[src/rtl/bus_write_monitor.sv]
// bus_write_monitor
//   Passive snoop on the CPU memory bus. Every CPU write is logged into a
//   show-ahead FIFO and folded into a 16-bit signature. The last byte
//   written to WATCH_ADDR is latched. A jump-to-self loop (HALT_REPEAT
//   consecutive opcode fetches from one address) raises a sticky halt flag.
//
//   Optional build macro: MONITOR_FETCH_LOG_EN
//     When defined, opcode fetches are also logged (kind = 1, data = 8'h00).
//     A fetch that coincides with a write is parked in a one-entry skid
//     register and enqueued on a later edge.
//     When undefined, only writes are logged and log_kind is tied to 0.
//
//   Ports
//     ph2        : clock, all state changes on its rising edge
//     resetb     : synchronous active-low reset
//     bus_addr   : CPU address (qualified by bus_we / bus_fetch)
//     bus_wdata  : CPU write data
//     bus_we     : one-cycle write strobe
//     bus_fetch  : one-cycle opcode fetch strobe (SYNC)
//     log_rd     : pop the head entry (ignored while empty)
//     log_valid  : FIFO holds at least one entry
//     log_addr   : head entry address
//     log_data   : head entry data
//     log_kind   : head entry type, 0 = write, 1 = fetch
//     log_count  : number of entries held
//     overflow   : sticky, an entry was dropped
//     signature  : running write signature
//     watch_hit  : sticky, WATCH_ADDR has been written
//     watch_data : last byte written to WATCH_ADDR
//     halted     : sticky halt flag
module bus_write_monitor #(
  parameter int          DEPTH       = 16,
  parameter logic [15:0] WATCH_ADDR  = 16'h0030,
  parameter int          HALT_REPEAT = 3
) (
  input  logic                   ph2,
  input  logic                   resetb,
  input  logic [15:0]            bus_addr,
  input  logic [7:0]             bus_wdata,
  input  logic                   bus_we,
  input  logic                   bus_fetch,
  input  logic                   log_rd,
  output logic                   log_valid,
  output logic [15:0]            log_addr,
  output logic [7:0]             log_data,
  output logic                   log_kind,
  output logic [$clog2(DEPTH):0] log_count,
  output logic                   overflow,
  output logic [15:0]            signature,
  output logic                   watch_hit,
  output logic [7:0]             watch_data,
  output logic                   halted
);

  localparam int AW = $clog2(DEPTH);
  localparam int CW = AW + 1;
  localparam int RW = $clog2(HALT_REPEAT + 1);
  localparam logic [CW-1:0] FULL_CNT = CW'(DEPTH);
  localparam logic [RW-1:0] REP_MAX  = RW'(HALT_REPEAT);

  localparam logic [0:0] ST_RUN    = 1'b0;
  localparam logic [0:0] ST_HALTED = 1'b1;

  // Signature step: 16-bit LFSR shift with the bus byte pair XORed in.
  function automatic logic [15:0] sig_next(input logic [15:0] s,
                                           input logic [7:0]  a,
                                           input logic [7:0]  d);
    logic fb;
    fb = s[15] ^ s[13] ^ s[12] ^ s[10];
    return {s[14:0], fb} ^ {a, d};
  endfunction

  // FIFO storage (data only, never reset) and control
  logic [23:0]   mem_q [DEPTH];
  logic [AW-1:0] wr_ptr_q, wr_ptr_d;
  logic [AW-1:0] rd_ptr_q, rd_ptr_d;
  logic [CW-1:0] count_q, count_d;
  logic          overflow_q, overflow_d;

  logic          push_vld;
  logic [15:0]   push_addr;
  logic [7:0]    push_data;
  logic          fetch_drop;
  logic          pop, full, accept;

  logic [15:0]   sig_q, sig_d;
  logic          hit_q, hit_d;
  logic [7:0]    wdata_q, wdata_d;

  logic [0:0]    state_q, state_d;
  logic [RW-1:0] rep_q, rep_d;
  logic [15:0]   last_q, last_d;

`ifdef MONITOR_FETCH_LOG_EN
  logic          kind_mem_q [DEPTH];
  logic          push_kind;
  logic          skid_vld_q, skid_vld_d;
  logic [15:0]   skid_addr_q, skid_addr_d;

  // Push source priority: current write, then parked fetch, then new fetch.
  // A fetch that cannot be parked (skid already occupied) is dropped.
  always_comb begin
    push_vld    = 1'b0;
    push_addr   = '0;
    push_data   = '0;
    push_kind   = 1'b0;
    fetch_drop  = 1'b0;
    skid_vld_d  = skid_vld_q;
    skid_addr_d = skid_addr_q;
    if (bus_we) begin
      push_vld  = 1'b1;
      push_addr = bus_addr;
      push_data = bus_wdata;
      if (bus_fetch) begin
        if (!skid_vld_q) begin
          skid_vld_d  = 1'b1;
          skid_addr_d = bus_addr;
        end else begin
          fetch_drop = 1'b1;
        end
      end
    end else if (skid_vld_q) begin
      push_vld  = 1'b1;
      push_addr = skid_addr_q;
      push_kind = 1'b1;
      if (bus_fetch) begin
        skid_addr_d = bus_addr;
      end else begin
        skid_vld_d = 1'b0;
      end
    end else if (bus_fetch) begin
      push_vld  = 1'b1;
      push_addr = bus_addr;
      push_kind = 1'b1;
    end
  end
`else
  always_comb begin
    push_vld   = bus_we;
    push_addr  = bus_addr;
    push_data  = bus_wdata;
    fetch_drop = 1'b0;
  end
`endif

  // FIFO bookkeeping; a pop frees the slot for a push on a full FIFO
  always_comb begin
    pop        = log_rd && (count_q != '0);
    full       = (count_q == FULL_CNT);
    accept     = push_vld && (!full || pop);
    wr_ptr_d   = accept ? wr_ptr_q + AW'(1) : wr_ptr_q;
    rd_ptr_d   = pop ? rd_ptr_q + AW'(1) : rd_ptr_q;
    count_d    = count_q;
    if (accept && !pop) begin
      count_d = count_q + CW'(1);
    end else if (!accept && pop) begin
      count_d = count_q - CW'(1);
    end
    overflow_d = overflow_q | (push_vld && !accept) | fetch_drop;
  end

  // Signature and watch register, updated by every write regardless of FIFO
  always_comb begin
    sig_d   = sig_q;
    hit_d   = hit_q;
    wdata_d = wdata_q;
    if (bus_we) begin
      sig_d = sig_next(sig_q, bus_addr[7:0], bus_wdata);
      if (bus_addr == WATCH_ADDR) begin
        hit_d   = 1'b1;
        wdata_d = bus_wdata;
      end
    end
  end

  // Halt detection: rep counts consecutive fetches from last_q.
  // After reset rep is 0, so even a first fetch from 16'h0000 yields rep = 1.
  always_comb begin
    rep_d   = rep_q;
    last_d  = last_q;
    state_d = state_q;
    if (bus_fetch) begin
      if (bus_addr == last_q) begin
        if (rep_q != REP_MAX) begin
          rep_d = rep_q + RW'(1);
        end
      end else begin
        rep_d  = RW'(1);
        last_d = bus_addr;
      end
      if ((state_q == ST_RUN) && (rep_d == REP_MAX)) begin
        state_d = ST_HALTED;
      end
    end
  end

  always_ff @(posedge ph2) begin
    if (!resetb) begin
      wr_ptr_q   <= '0;
      rd_ptr_q   <= '0;
      count_q    <= '0;
      overflow_q <= 1'b0;
      sig_q      <= 16'h0000;
      hit_q      <= 1'b0;
      wdata_q    <= 8'h00;
      state_q    <= ST_RUN;
      rep_q      <= '0;
      last_q     <= 16'h0000;
    end else begin
      wr_ptr_q   <= wr_ptr_d;
      rd_ptr_q   <= rd_ptr_d;
      count_q    <= count_d;
      overflow_q <= overflow_d;
      sig_q      <= sig_d;
      hit_q      <= hit_d;
      wdata_q    <= wdata_d;
      state_q    <= state_d;
      rep_q      <= rep_d;
      last_q     <= last_d;
    end
  end

`ifdef MONITOR_FETCH_LOG_EN
  always_ff @(posedge ph2) begin
    if (!resetb) begin
      skid_vld_q  <= 1'b0;
      skid_addr_q <= 16'h0000;
    end else begin
      skid_vld_q  <= skid_vld_d;
      skid_addr_q <= skid_addr_d;
    end
  end

  always_ff @(posedge ph2) begin
    if (accept) begin
      kind_mem_q[wr_ptr_q] <= push_kind;
    end
  end

  assign log_kind = log_valid & kind_mem_q[rd_ptr_q];
`else
  assign log_kind = 1'b0;
`endif

  always_ff @(posedge ph2) begin
    if (accept) begin
      mem_q[wr_ptr_q] <= {push_addr, push_data};
    end
  end

  // Head fields read as zero while empty, which also gives zero after reset
  assign log_valid  = (count_q != '0);
  assign log_addr   = log_valid ? mem_q[rd_ptr_q][23:8] : 16'h0000;
  assign log_data   = log_valid ? mem_q[rd_ptr_q][7:0]  : 8'h00;
  assign log_count  = count_q;
  assign overflow   = overflow_q;
  assign signature  = sig_q;
  assign watch_hit  = hit_q;
  assign watch_data = wdata_q;
  assign halted     = (state_q == ST_HALTED);

endmodule

[config.mk]
export PLATFORM = sky130hd
export DESIGN_NAME = bus_write_monitor
export DESIGN_NICKNAME = d
export VERILOG_FILES = /design/src/rtl/bus_write_monitor.sv
export SDC_FILE = /design/constraint.sdc
export NUM_CORES = 1
export LEC_CHECK = 0
export ABC_AREA = 0
export BUFFER_PORTS_ARGS = -buffer_cell sky130_fd_sc_hd__buf_2
export CELL_PAD_IN_SITES_DETAIL_PLACEMENT = 0
export CELL_PAD_IN_SITES_GLOBAL_PLACEMENT = 2
export CORE_MARGIN = 2
export CORE_UTILIZATION = 49
export CTS_BUF_LIST = sky130_fd_sc_hd__clkbuf_2
export CTS_CLUSTER_SIZE = 12
export DETAILED_ROUTE_END_ITERATION = 10
export PLACE_DENSITY = 0.81
export SYNTH_ARGS = -nofsm -noshare
export SYNTH_HDL_FRONTEND = slang
export SYNTH_SLANG_ARGS = --single-unit
export TNS_END_PERCENT = 10
[constraint.sdc]
create_clock -name ph2 -period 5 [get_ports ph2]
set_input_delay 0.75 -clock ph2 [delete_from_list [all_inputs] [get_ports ph2]]
set_output_delay 0.75 -clock ph2 [all_outputs]
set_load 0.01 [all_outputs]
Word-level counts from Yosys, hierarchy flattened --
Memory sizes are Yosys's and may differ from the RTL's. A register that Yosys moved wholly into a read port is not among the register bits. Index checks and enable logic that the tools add are counted.
Cells by class: add/subtract/negate cells 5, $mul 0, divide/modulo/power cells 0, order comparisons 0, equality and inequality tests 5, shift operators 0, multiplexer cells 11, bitwise logic cells 7, reduce and logical (&&, ||, !) cells 15
Operators by type and width (count):
- $eq 16x16->1 | 1
- $eq 16x6->1 const B | 1
- $mux 16 | 1
- $xor 16x16->16 | 1
- $mux 5 | 2
- $add 4x1->4 const B | 2
- $mux 4 | 2
- $mux 8 | 1
- $logic_and 1x1->1 | 6
- $mux 2 | 3
- $reduce_and 2->1 | 3
- $add 5x1->5 const B | 1
- $eq 5x5->1 const B | 1
- $reduce_bool 5->1 | 1
- $sub 5x1->5 const B | 1
- $logic_not 1->1 | 3
- $xor 1x1->1 | 3
- $add 2x1->2 const B | 1
- $eq 2x2->1 const B | 1
- $mux 1 | 2
- $ne 2x2->1 const B | 1
- $not 1->1 | 2
- $reduce_bool 2->1 | 1
- $logic_or 1x1->1 | 1
- $or 1x1->1 | 1
Storage, ports and cells: register bits after elaboration 58, bits in latches 0, RAM bits 384, ROM bits 0, input bits 29, output and inout port bits 58, word-level logic and storage cells 54, memories 1
Memories:
- mem_q | depth 16, bits a word 24, read ports 1, clocked after Yosys merged registers in 1, wr ports 1, line 74 | logic [23:0] mem_q [DEPTH];

Logic depth before layout (Yosys ltp) --
word-level depth 8, gate-level depth with buffers 11, gate-level depth less buffers 11

Least setup slack after synthesis --
OpenSTA, ideal clock, no wires.
path kind input-to-reg, start point input bus_we, end point memory mem_q[3][0] (enable), library setup time 0.435 ns, arrival 3.405 ns, data required time 4.565 ns, slack 1.160 ns, stages 5, buffers on the path 1, cells stage by stage clkbuf_1 > inv_1 > a31oi_1 > nand2_1 > nor3_1
On the way: word-level cells in the longest chain between the ends 3
Ends and longest elaborated chain:
- from (decl) | line 40 | input logic bus_we,
- $logic_and 1x1->1 | line 150 | accept = push_vld && (!full || pop);
- via accept | line 84 | logic pop, full, accept;
- $mux 1 | line 246 | if (accept) begin
- $mux 1 (implied by the code) | line 247 | mem_q[wr_ptr_q] <= {push_addr, push_data};
- to (decl) | line 74
The timed path passes the listed nets, and every way through them passes these cells.

==> impl_metrics.yaml <==
status:
  outcome: "complete, no violations"
worst_setup_path:
  crit_fanout: 36
  cp_slowest_cell: "dfxtp_4"
  ff2ff_setup_slack_ps: 1780
  r2r_end: "log_count[4]"
  r2r_start: "log_count[0]"
  critPathCapture: "log_addr[9]"
  reg2reg_depth: 12
  crit_type: "register to output port"
  critPathLaunchType: "register"
  worstPathCellList: "buf_4, mux4_2, mux4_2, and2_1, buf_2"
  worstPathArrival_ps: 3620
  cp.required_ps: 4250
  end_kind: "output port"
  slowest_delay_ps: 850
  crit_top_cell: "mux4_2"
power:
  p_leak_uw: 0.00664
  peakVddDrop_uv: 270
  powerDensity_nw_per_um2: 442
placed_design:
  place_hpwl_mm: 21.7
  portBuffers: 85
  place_ws_ps: 1370
  routabilityCongestion: 0.714
die:
  die_h_um: 193
  initial_utilization: 0.494
  die_area_um2: 37200
  io_pins: 87
  die_w_um: 193
  core_um2: 35300
  num_rows: 69
logic_synthesis:
  synth_warnings: 0
  synth_nets: 917
  syn_avg_cell_area_um2: 19.9
  synthArstFlopShare: 0
  synth_area_leaders: "edfxtp_1, mux4_2, dfxtp_1, xnor2_1, and2_1"
  synth_seq_cells: 446
  synth_most_common_cell: "edfxtp_1"
  synth_edf_count: 384
  synth_top_flop_cell: "edfxtp_1"
  synth_top_area_frac: 0.661
  ys_types: 38
  yosys.area.top_type: "edfxtp_1"
  syn_area_um2: 17500
  synth-seq-area-share: 0.732
  synth_top_cells_by_count: "edfxtp_1, mux4_2, dfxtp_1"
  syn_inst: 878
sta:
  setup_ws_ps: 631
  slew_headroom: 0.229
  period_share: 0.874
  slew_viol_final: 0
  max_freq_mhz: 229
  fin_skew_ps: 72.0
  min_period_ps: 4370
  finalSetupViolCount: 0
  worst_pin_slew_ps: 1160
  rsz0062_at_grt: "false"
  tns_ps: 0
  finalHoldViolations: 0
clock_network:
  cts_hold_buf: 0
  post_cts_buffers: 0
  path_clk_slew_ps: 90
  cts_buffers: 106
  cts.sinks: 446
  ctsHtreeMaxLevel: 3
  clockBufferDepth: 3
  ctsResizeCount: 0
  clk_latency_ps: 940
  cts_tree: "yes"
  clockRootBuffer: "clkbuf_2"
grt:
  grt_pass1_vias: 9175
  use_met3: 0.0476
  grt-ovfl-total: 0
  busiest_layer: "met2"
  antenna_found_initial: 1
  grt_pass1_wl_mm: 56.7
  grtUsageMet2: 0.341
  grt_max_degree: 55
  gr-usage-met1: 0.293
  grt_usage: 0.212
route:
  detail-route-antenna-nets: 0
  dr.pass1.iters: 5
  vias_per_cell: 5.59
  postRouteWirelength_mm: 38.1
  num_vias: 8908
  drc: 0
  drtIter0Drc: 644
  avgRoutedWirePerCell_um: 23.9
cells_and_area:
  nets: 1089
  drive_above_1_share: 0.383
  fillers: 2774
  ff_latch_area_um2: 12800
  multi_input_area_um2: 4480
  syn_to_final_growth_pct: 12.2
worst_hold_path:
  hp-class: "input pin to register"
  min-delay-start: "bus_fetch"
run:
  max-cap-violations: 0
==> registers in the layout, indices dropped and copies added, names as in the netlist, named ones only <==
signal	flops
mem_q	384
wr_ptr_q	4
overflow	1
rep_q	2
rd_ptr_q	4
halted	1
signature	16
watch_hit	1
log_count	5
last_q	16
watch_data	8
==> layout make-up <==
cell class,instances,area share
clock buffer,171,0.0437
tap,461,0.0295
antenna,1,0.000128
sequential,446,0.653
inverter,6,0.00115
timing repair buffer,114,0.0373
multi-input combinational,376,0.229
clock inverter,18,0.00645
==> report_power, final <==
group,internal (uW),leakage (uW),switching (uW)
Sequential,4160,0.00398,196
Combinational,1050,0.00189,890
Clock,992,0.000772,1360
==> metal layers <==
layer  vias to the layer above  routed length (um)
li1                       3950                   -
met1                      4629               16000
met2                       283               19000
met3                        46                2460
met4                         0                 606
met5                         -                   0
==> worst min-delay path by stage <==
stage	slack (ps)	end	cells after the start
2_1_floorplan	450	last_q[0]	2
4_1_cts	50	rep_q[0]	2
3_3_place_gp	450	watch_hit	1
3_5_place_dp	460	last_q[5]	2
5_1_grt	80	rep_q[0]	2
6_report	150	rep_q[0]	2
==> cell usage in the layout, fill, tap and decap left out, types with 2 or more instances in the layout <==
cell	synthesis	layout
buf_4	1	22
nand2b_1	3	3
o21ai_1	17	17
a21o_1	2	2
nor2b_1	14	14
dfxtp_4	0	2
inv_2	0	2
buf_12	0	7
ha_1	9	9
dfxtp_1	62	59
clkinv_2	0	2
clkinv_1	0	11
a21oi_1	4	4
clkbuf_2	0	171
a21boi_1	2	2
a41oi_1	2	2
nand4_1	5	5
o21ai_0	4	4
o211a_1	15	15
nand2_1	39	39
xnor2_1	43	43
inv_1	6	6
nand3_1	19	19
and2_1	33	33
nor3_2	0	4
bufinv_16	0	2
edfxtp_1	384	384
buf_2	8	85
nor4_1	4	3
nor2_2	0	12
mux4_2	120	120
a31oi_1	2	2
mux2i_1	11	11
or3_1	2	2
==> kinds of logic (layout without fill, tap and decap cells) <==
group / Yosys count / after routing / synth area share
multiplexers: 131 / 131 / 0.161
AND/OR/NAND/NOR: 140 / 140 / 0.0414
flip-flops: 446 / 446 / 0.732
buffers and inverters: 56 / 309 / 0.0154
AO/OA/AOI/OAI: 50 / 50 / 0.0206
XOR/XNOR: 44 / 44 / 0.0221
adder cells (fa/ha/maj): 10 / 10 / 0.00760
other: 1 / 2 / 0.000215
==> critical path, delay by kind of cell (launching register included) <==
family	cells	cell delay, ps
buffers and inverters	2	550
muxes	2	1060
and+or+nand+nor	1	180
DFF	1	850
==> through the flow <==
step / instance area (um2) / total power [uW] / instances / util / hold slack [ps]
detailed placement: 18600 / 6450 / 1403 / 0.527 / 462
floorplan: 17500 / 5800 / 878 / - / 449
global placement: 18600 / 6430 / 1403 / 0.527 / 449
CTS: 19600 / 8820 / 1592 / 0.554 / 45.3
global route: 19600 / 9110 / 1593 / 0.555 / 85.0
finish: 19600 / 8650 / 1593 / 0.555 / 150
(Power assumes the default switching activity.)
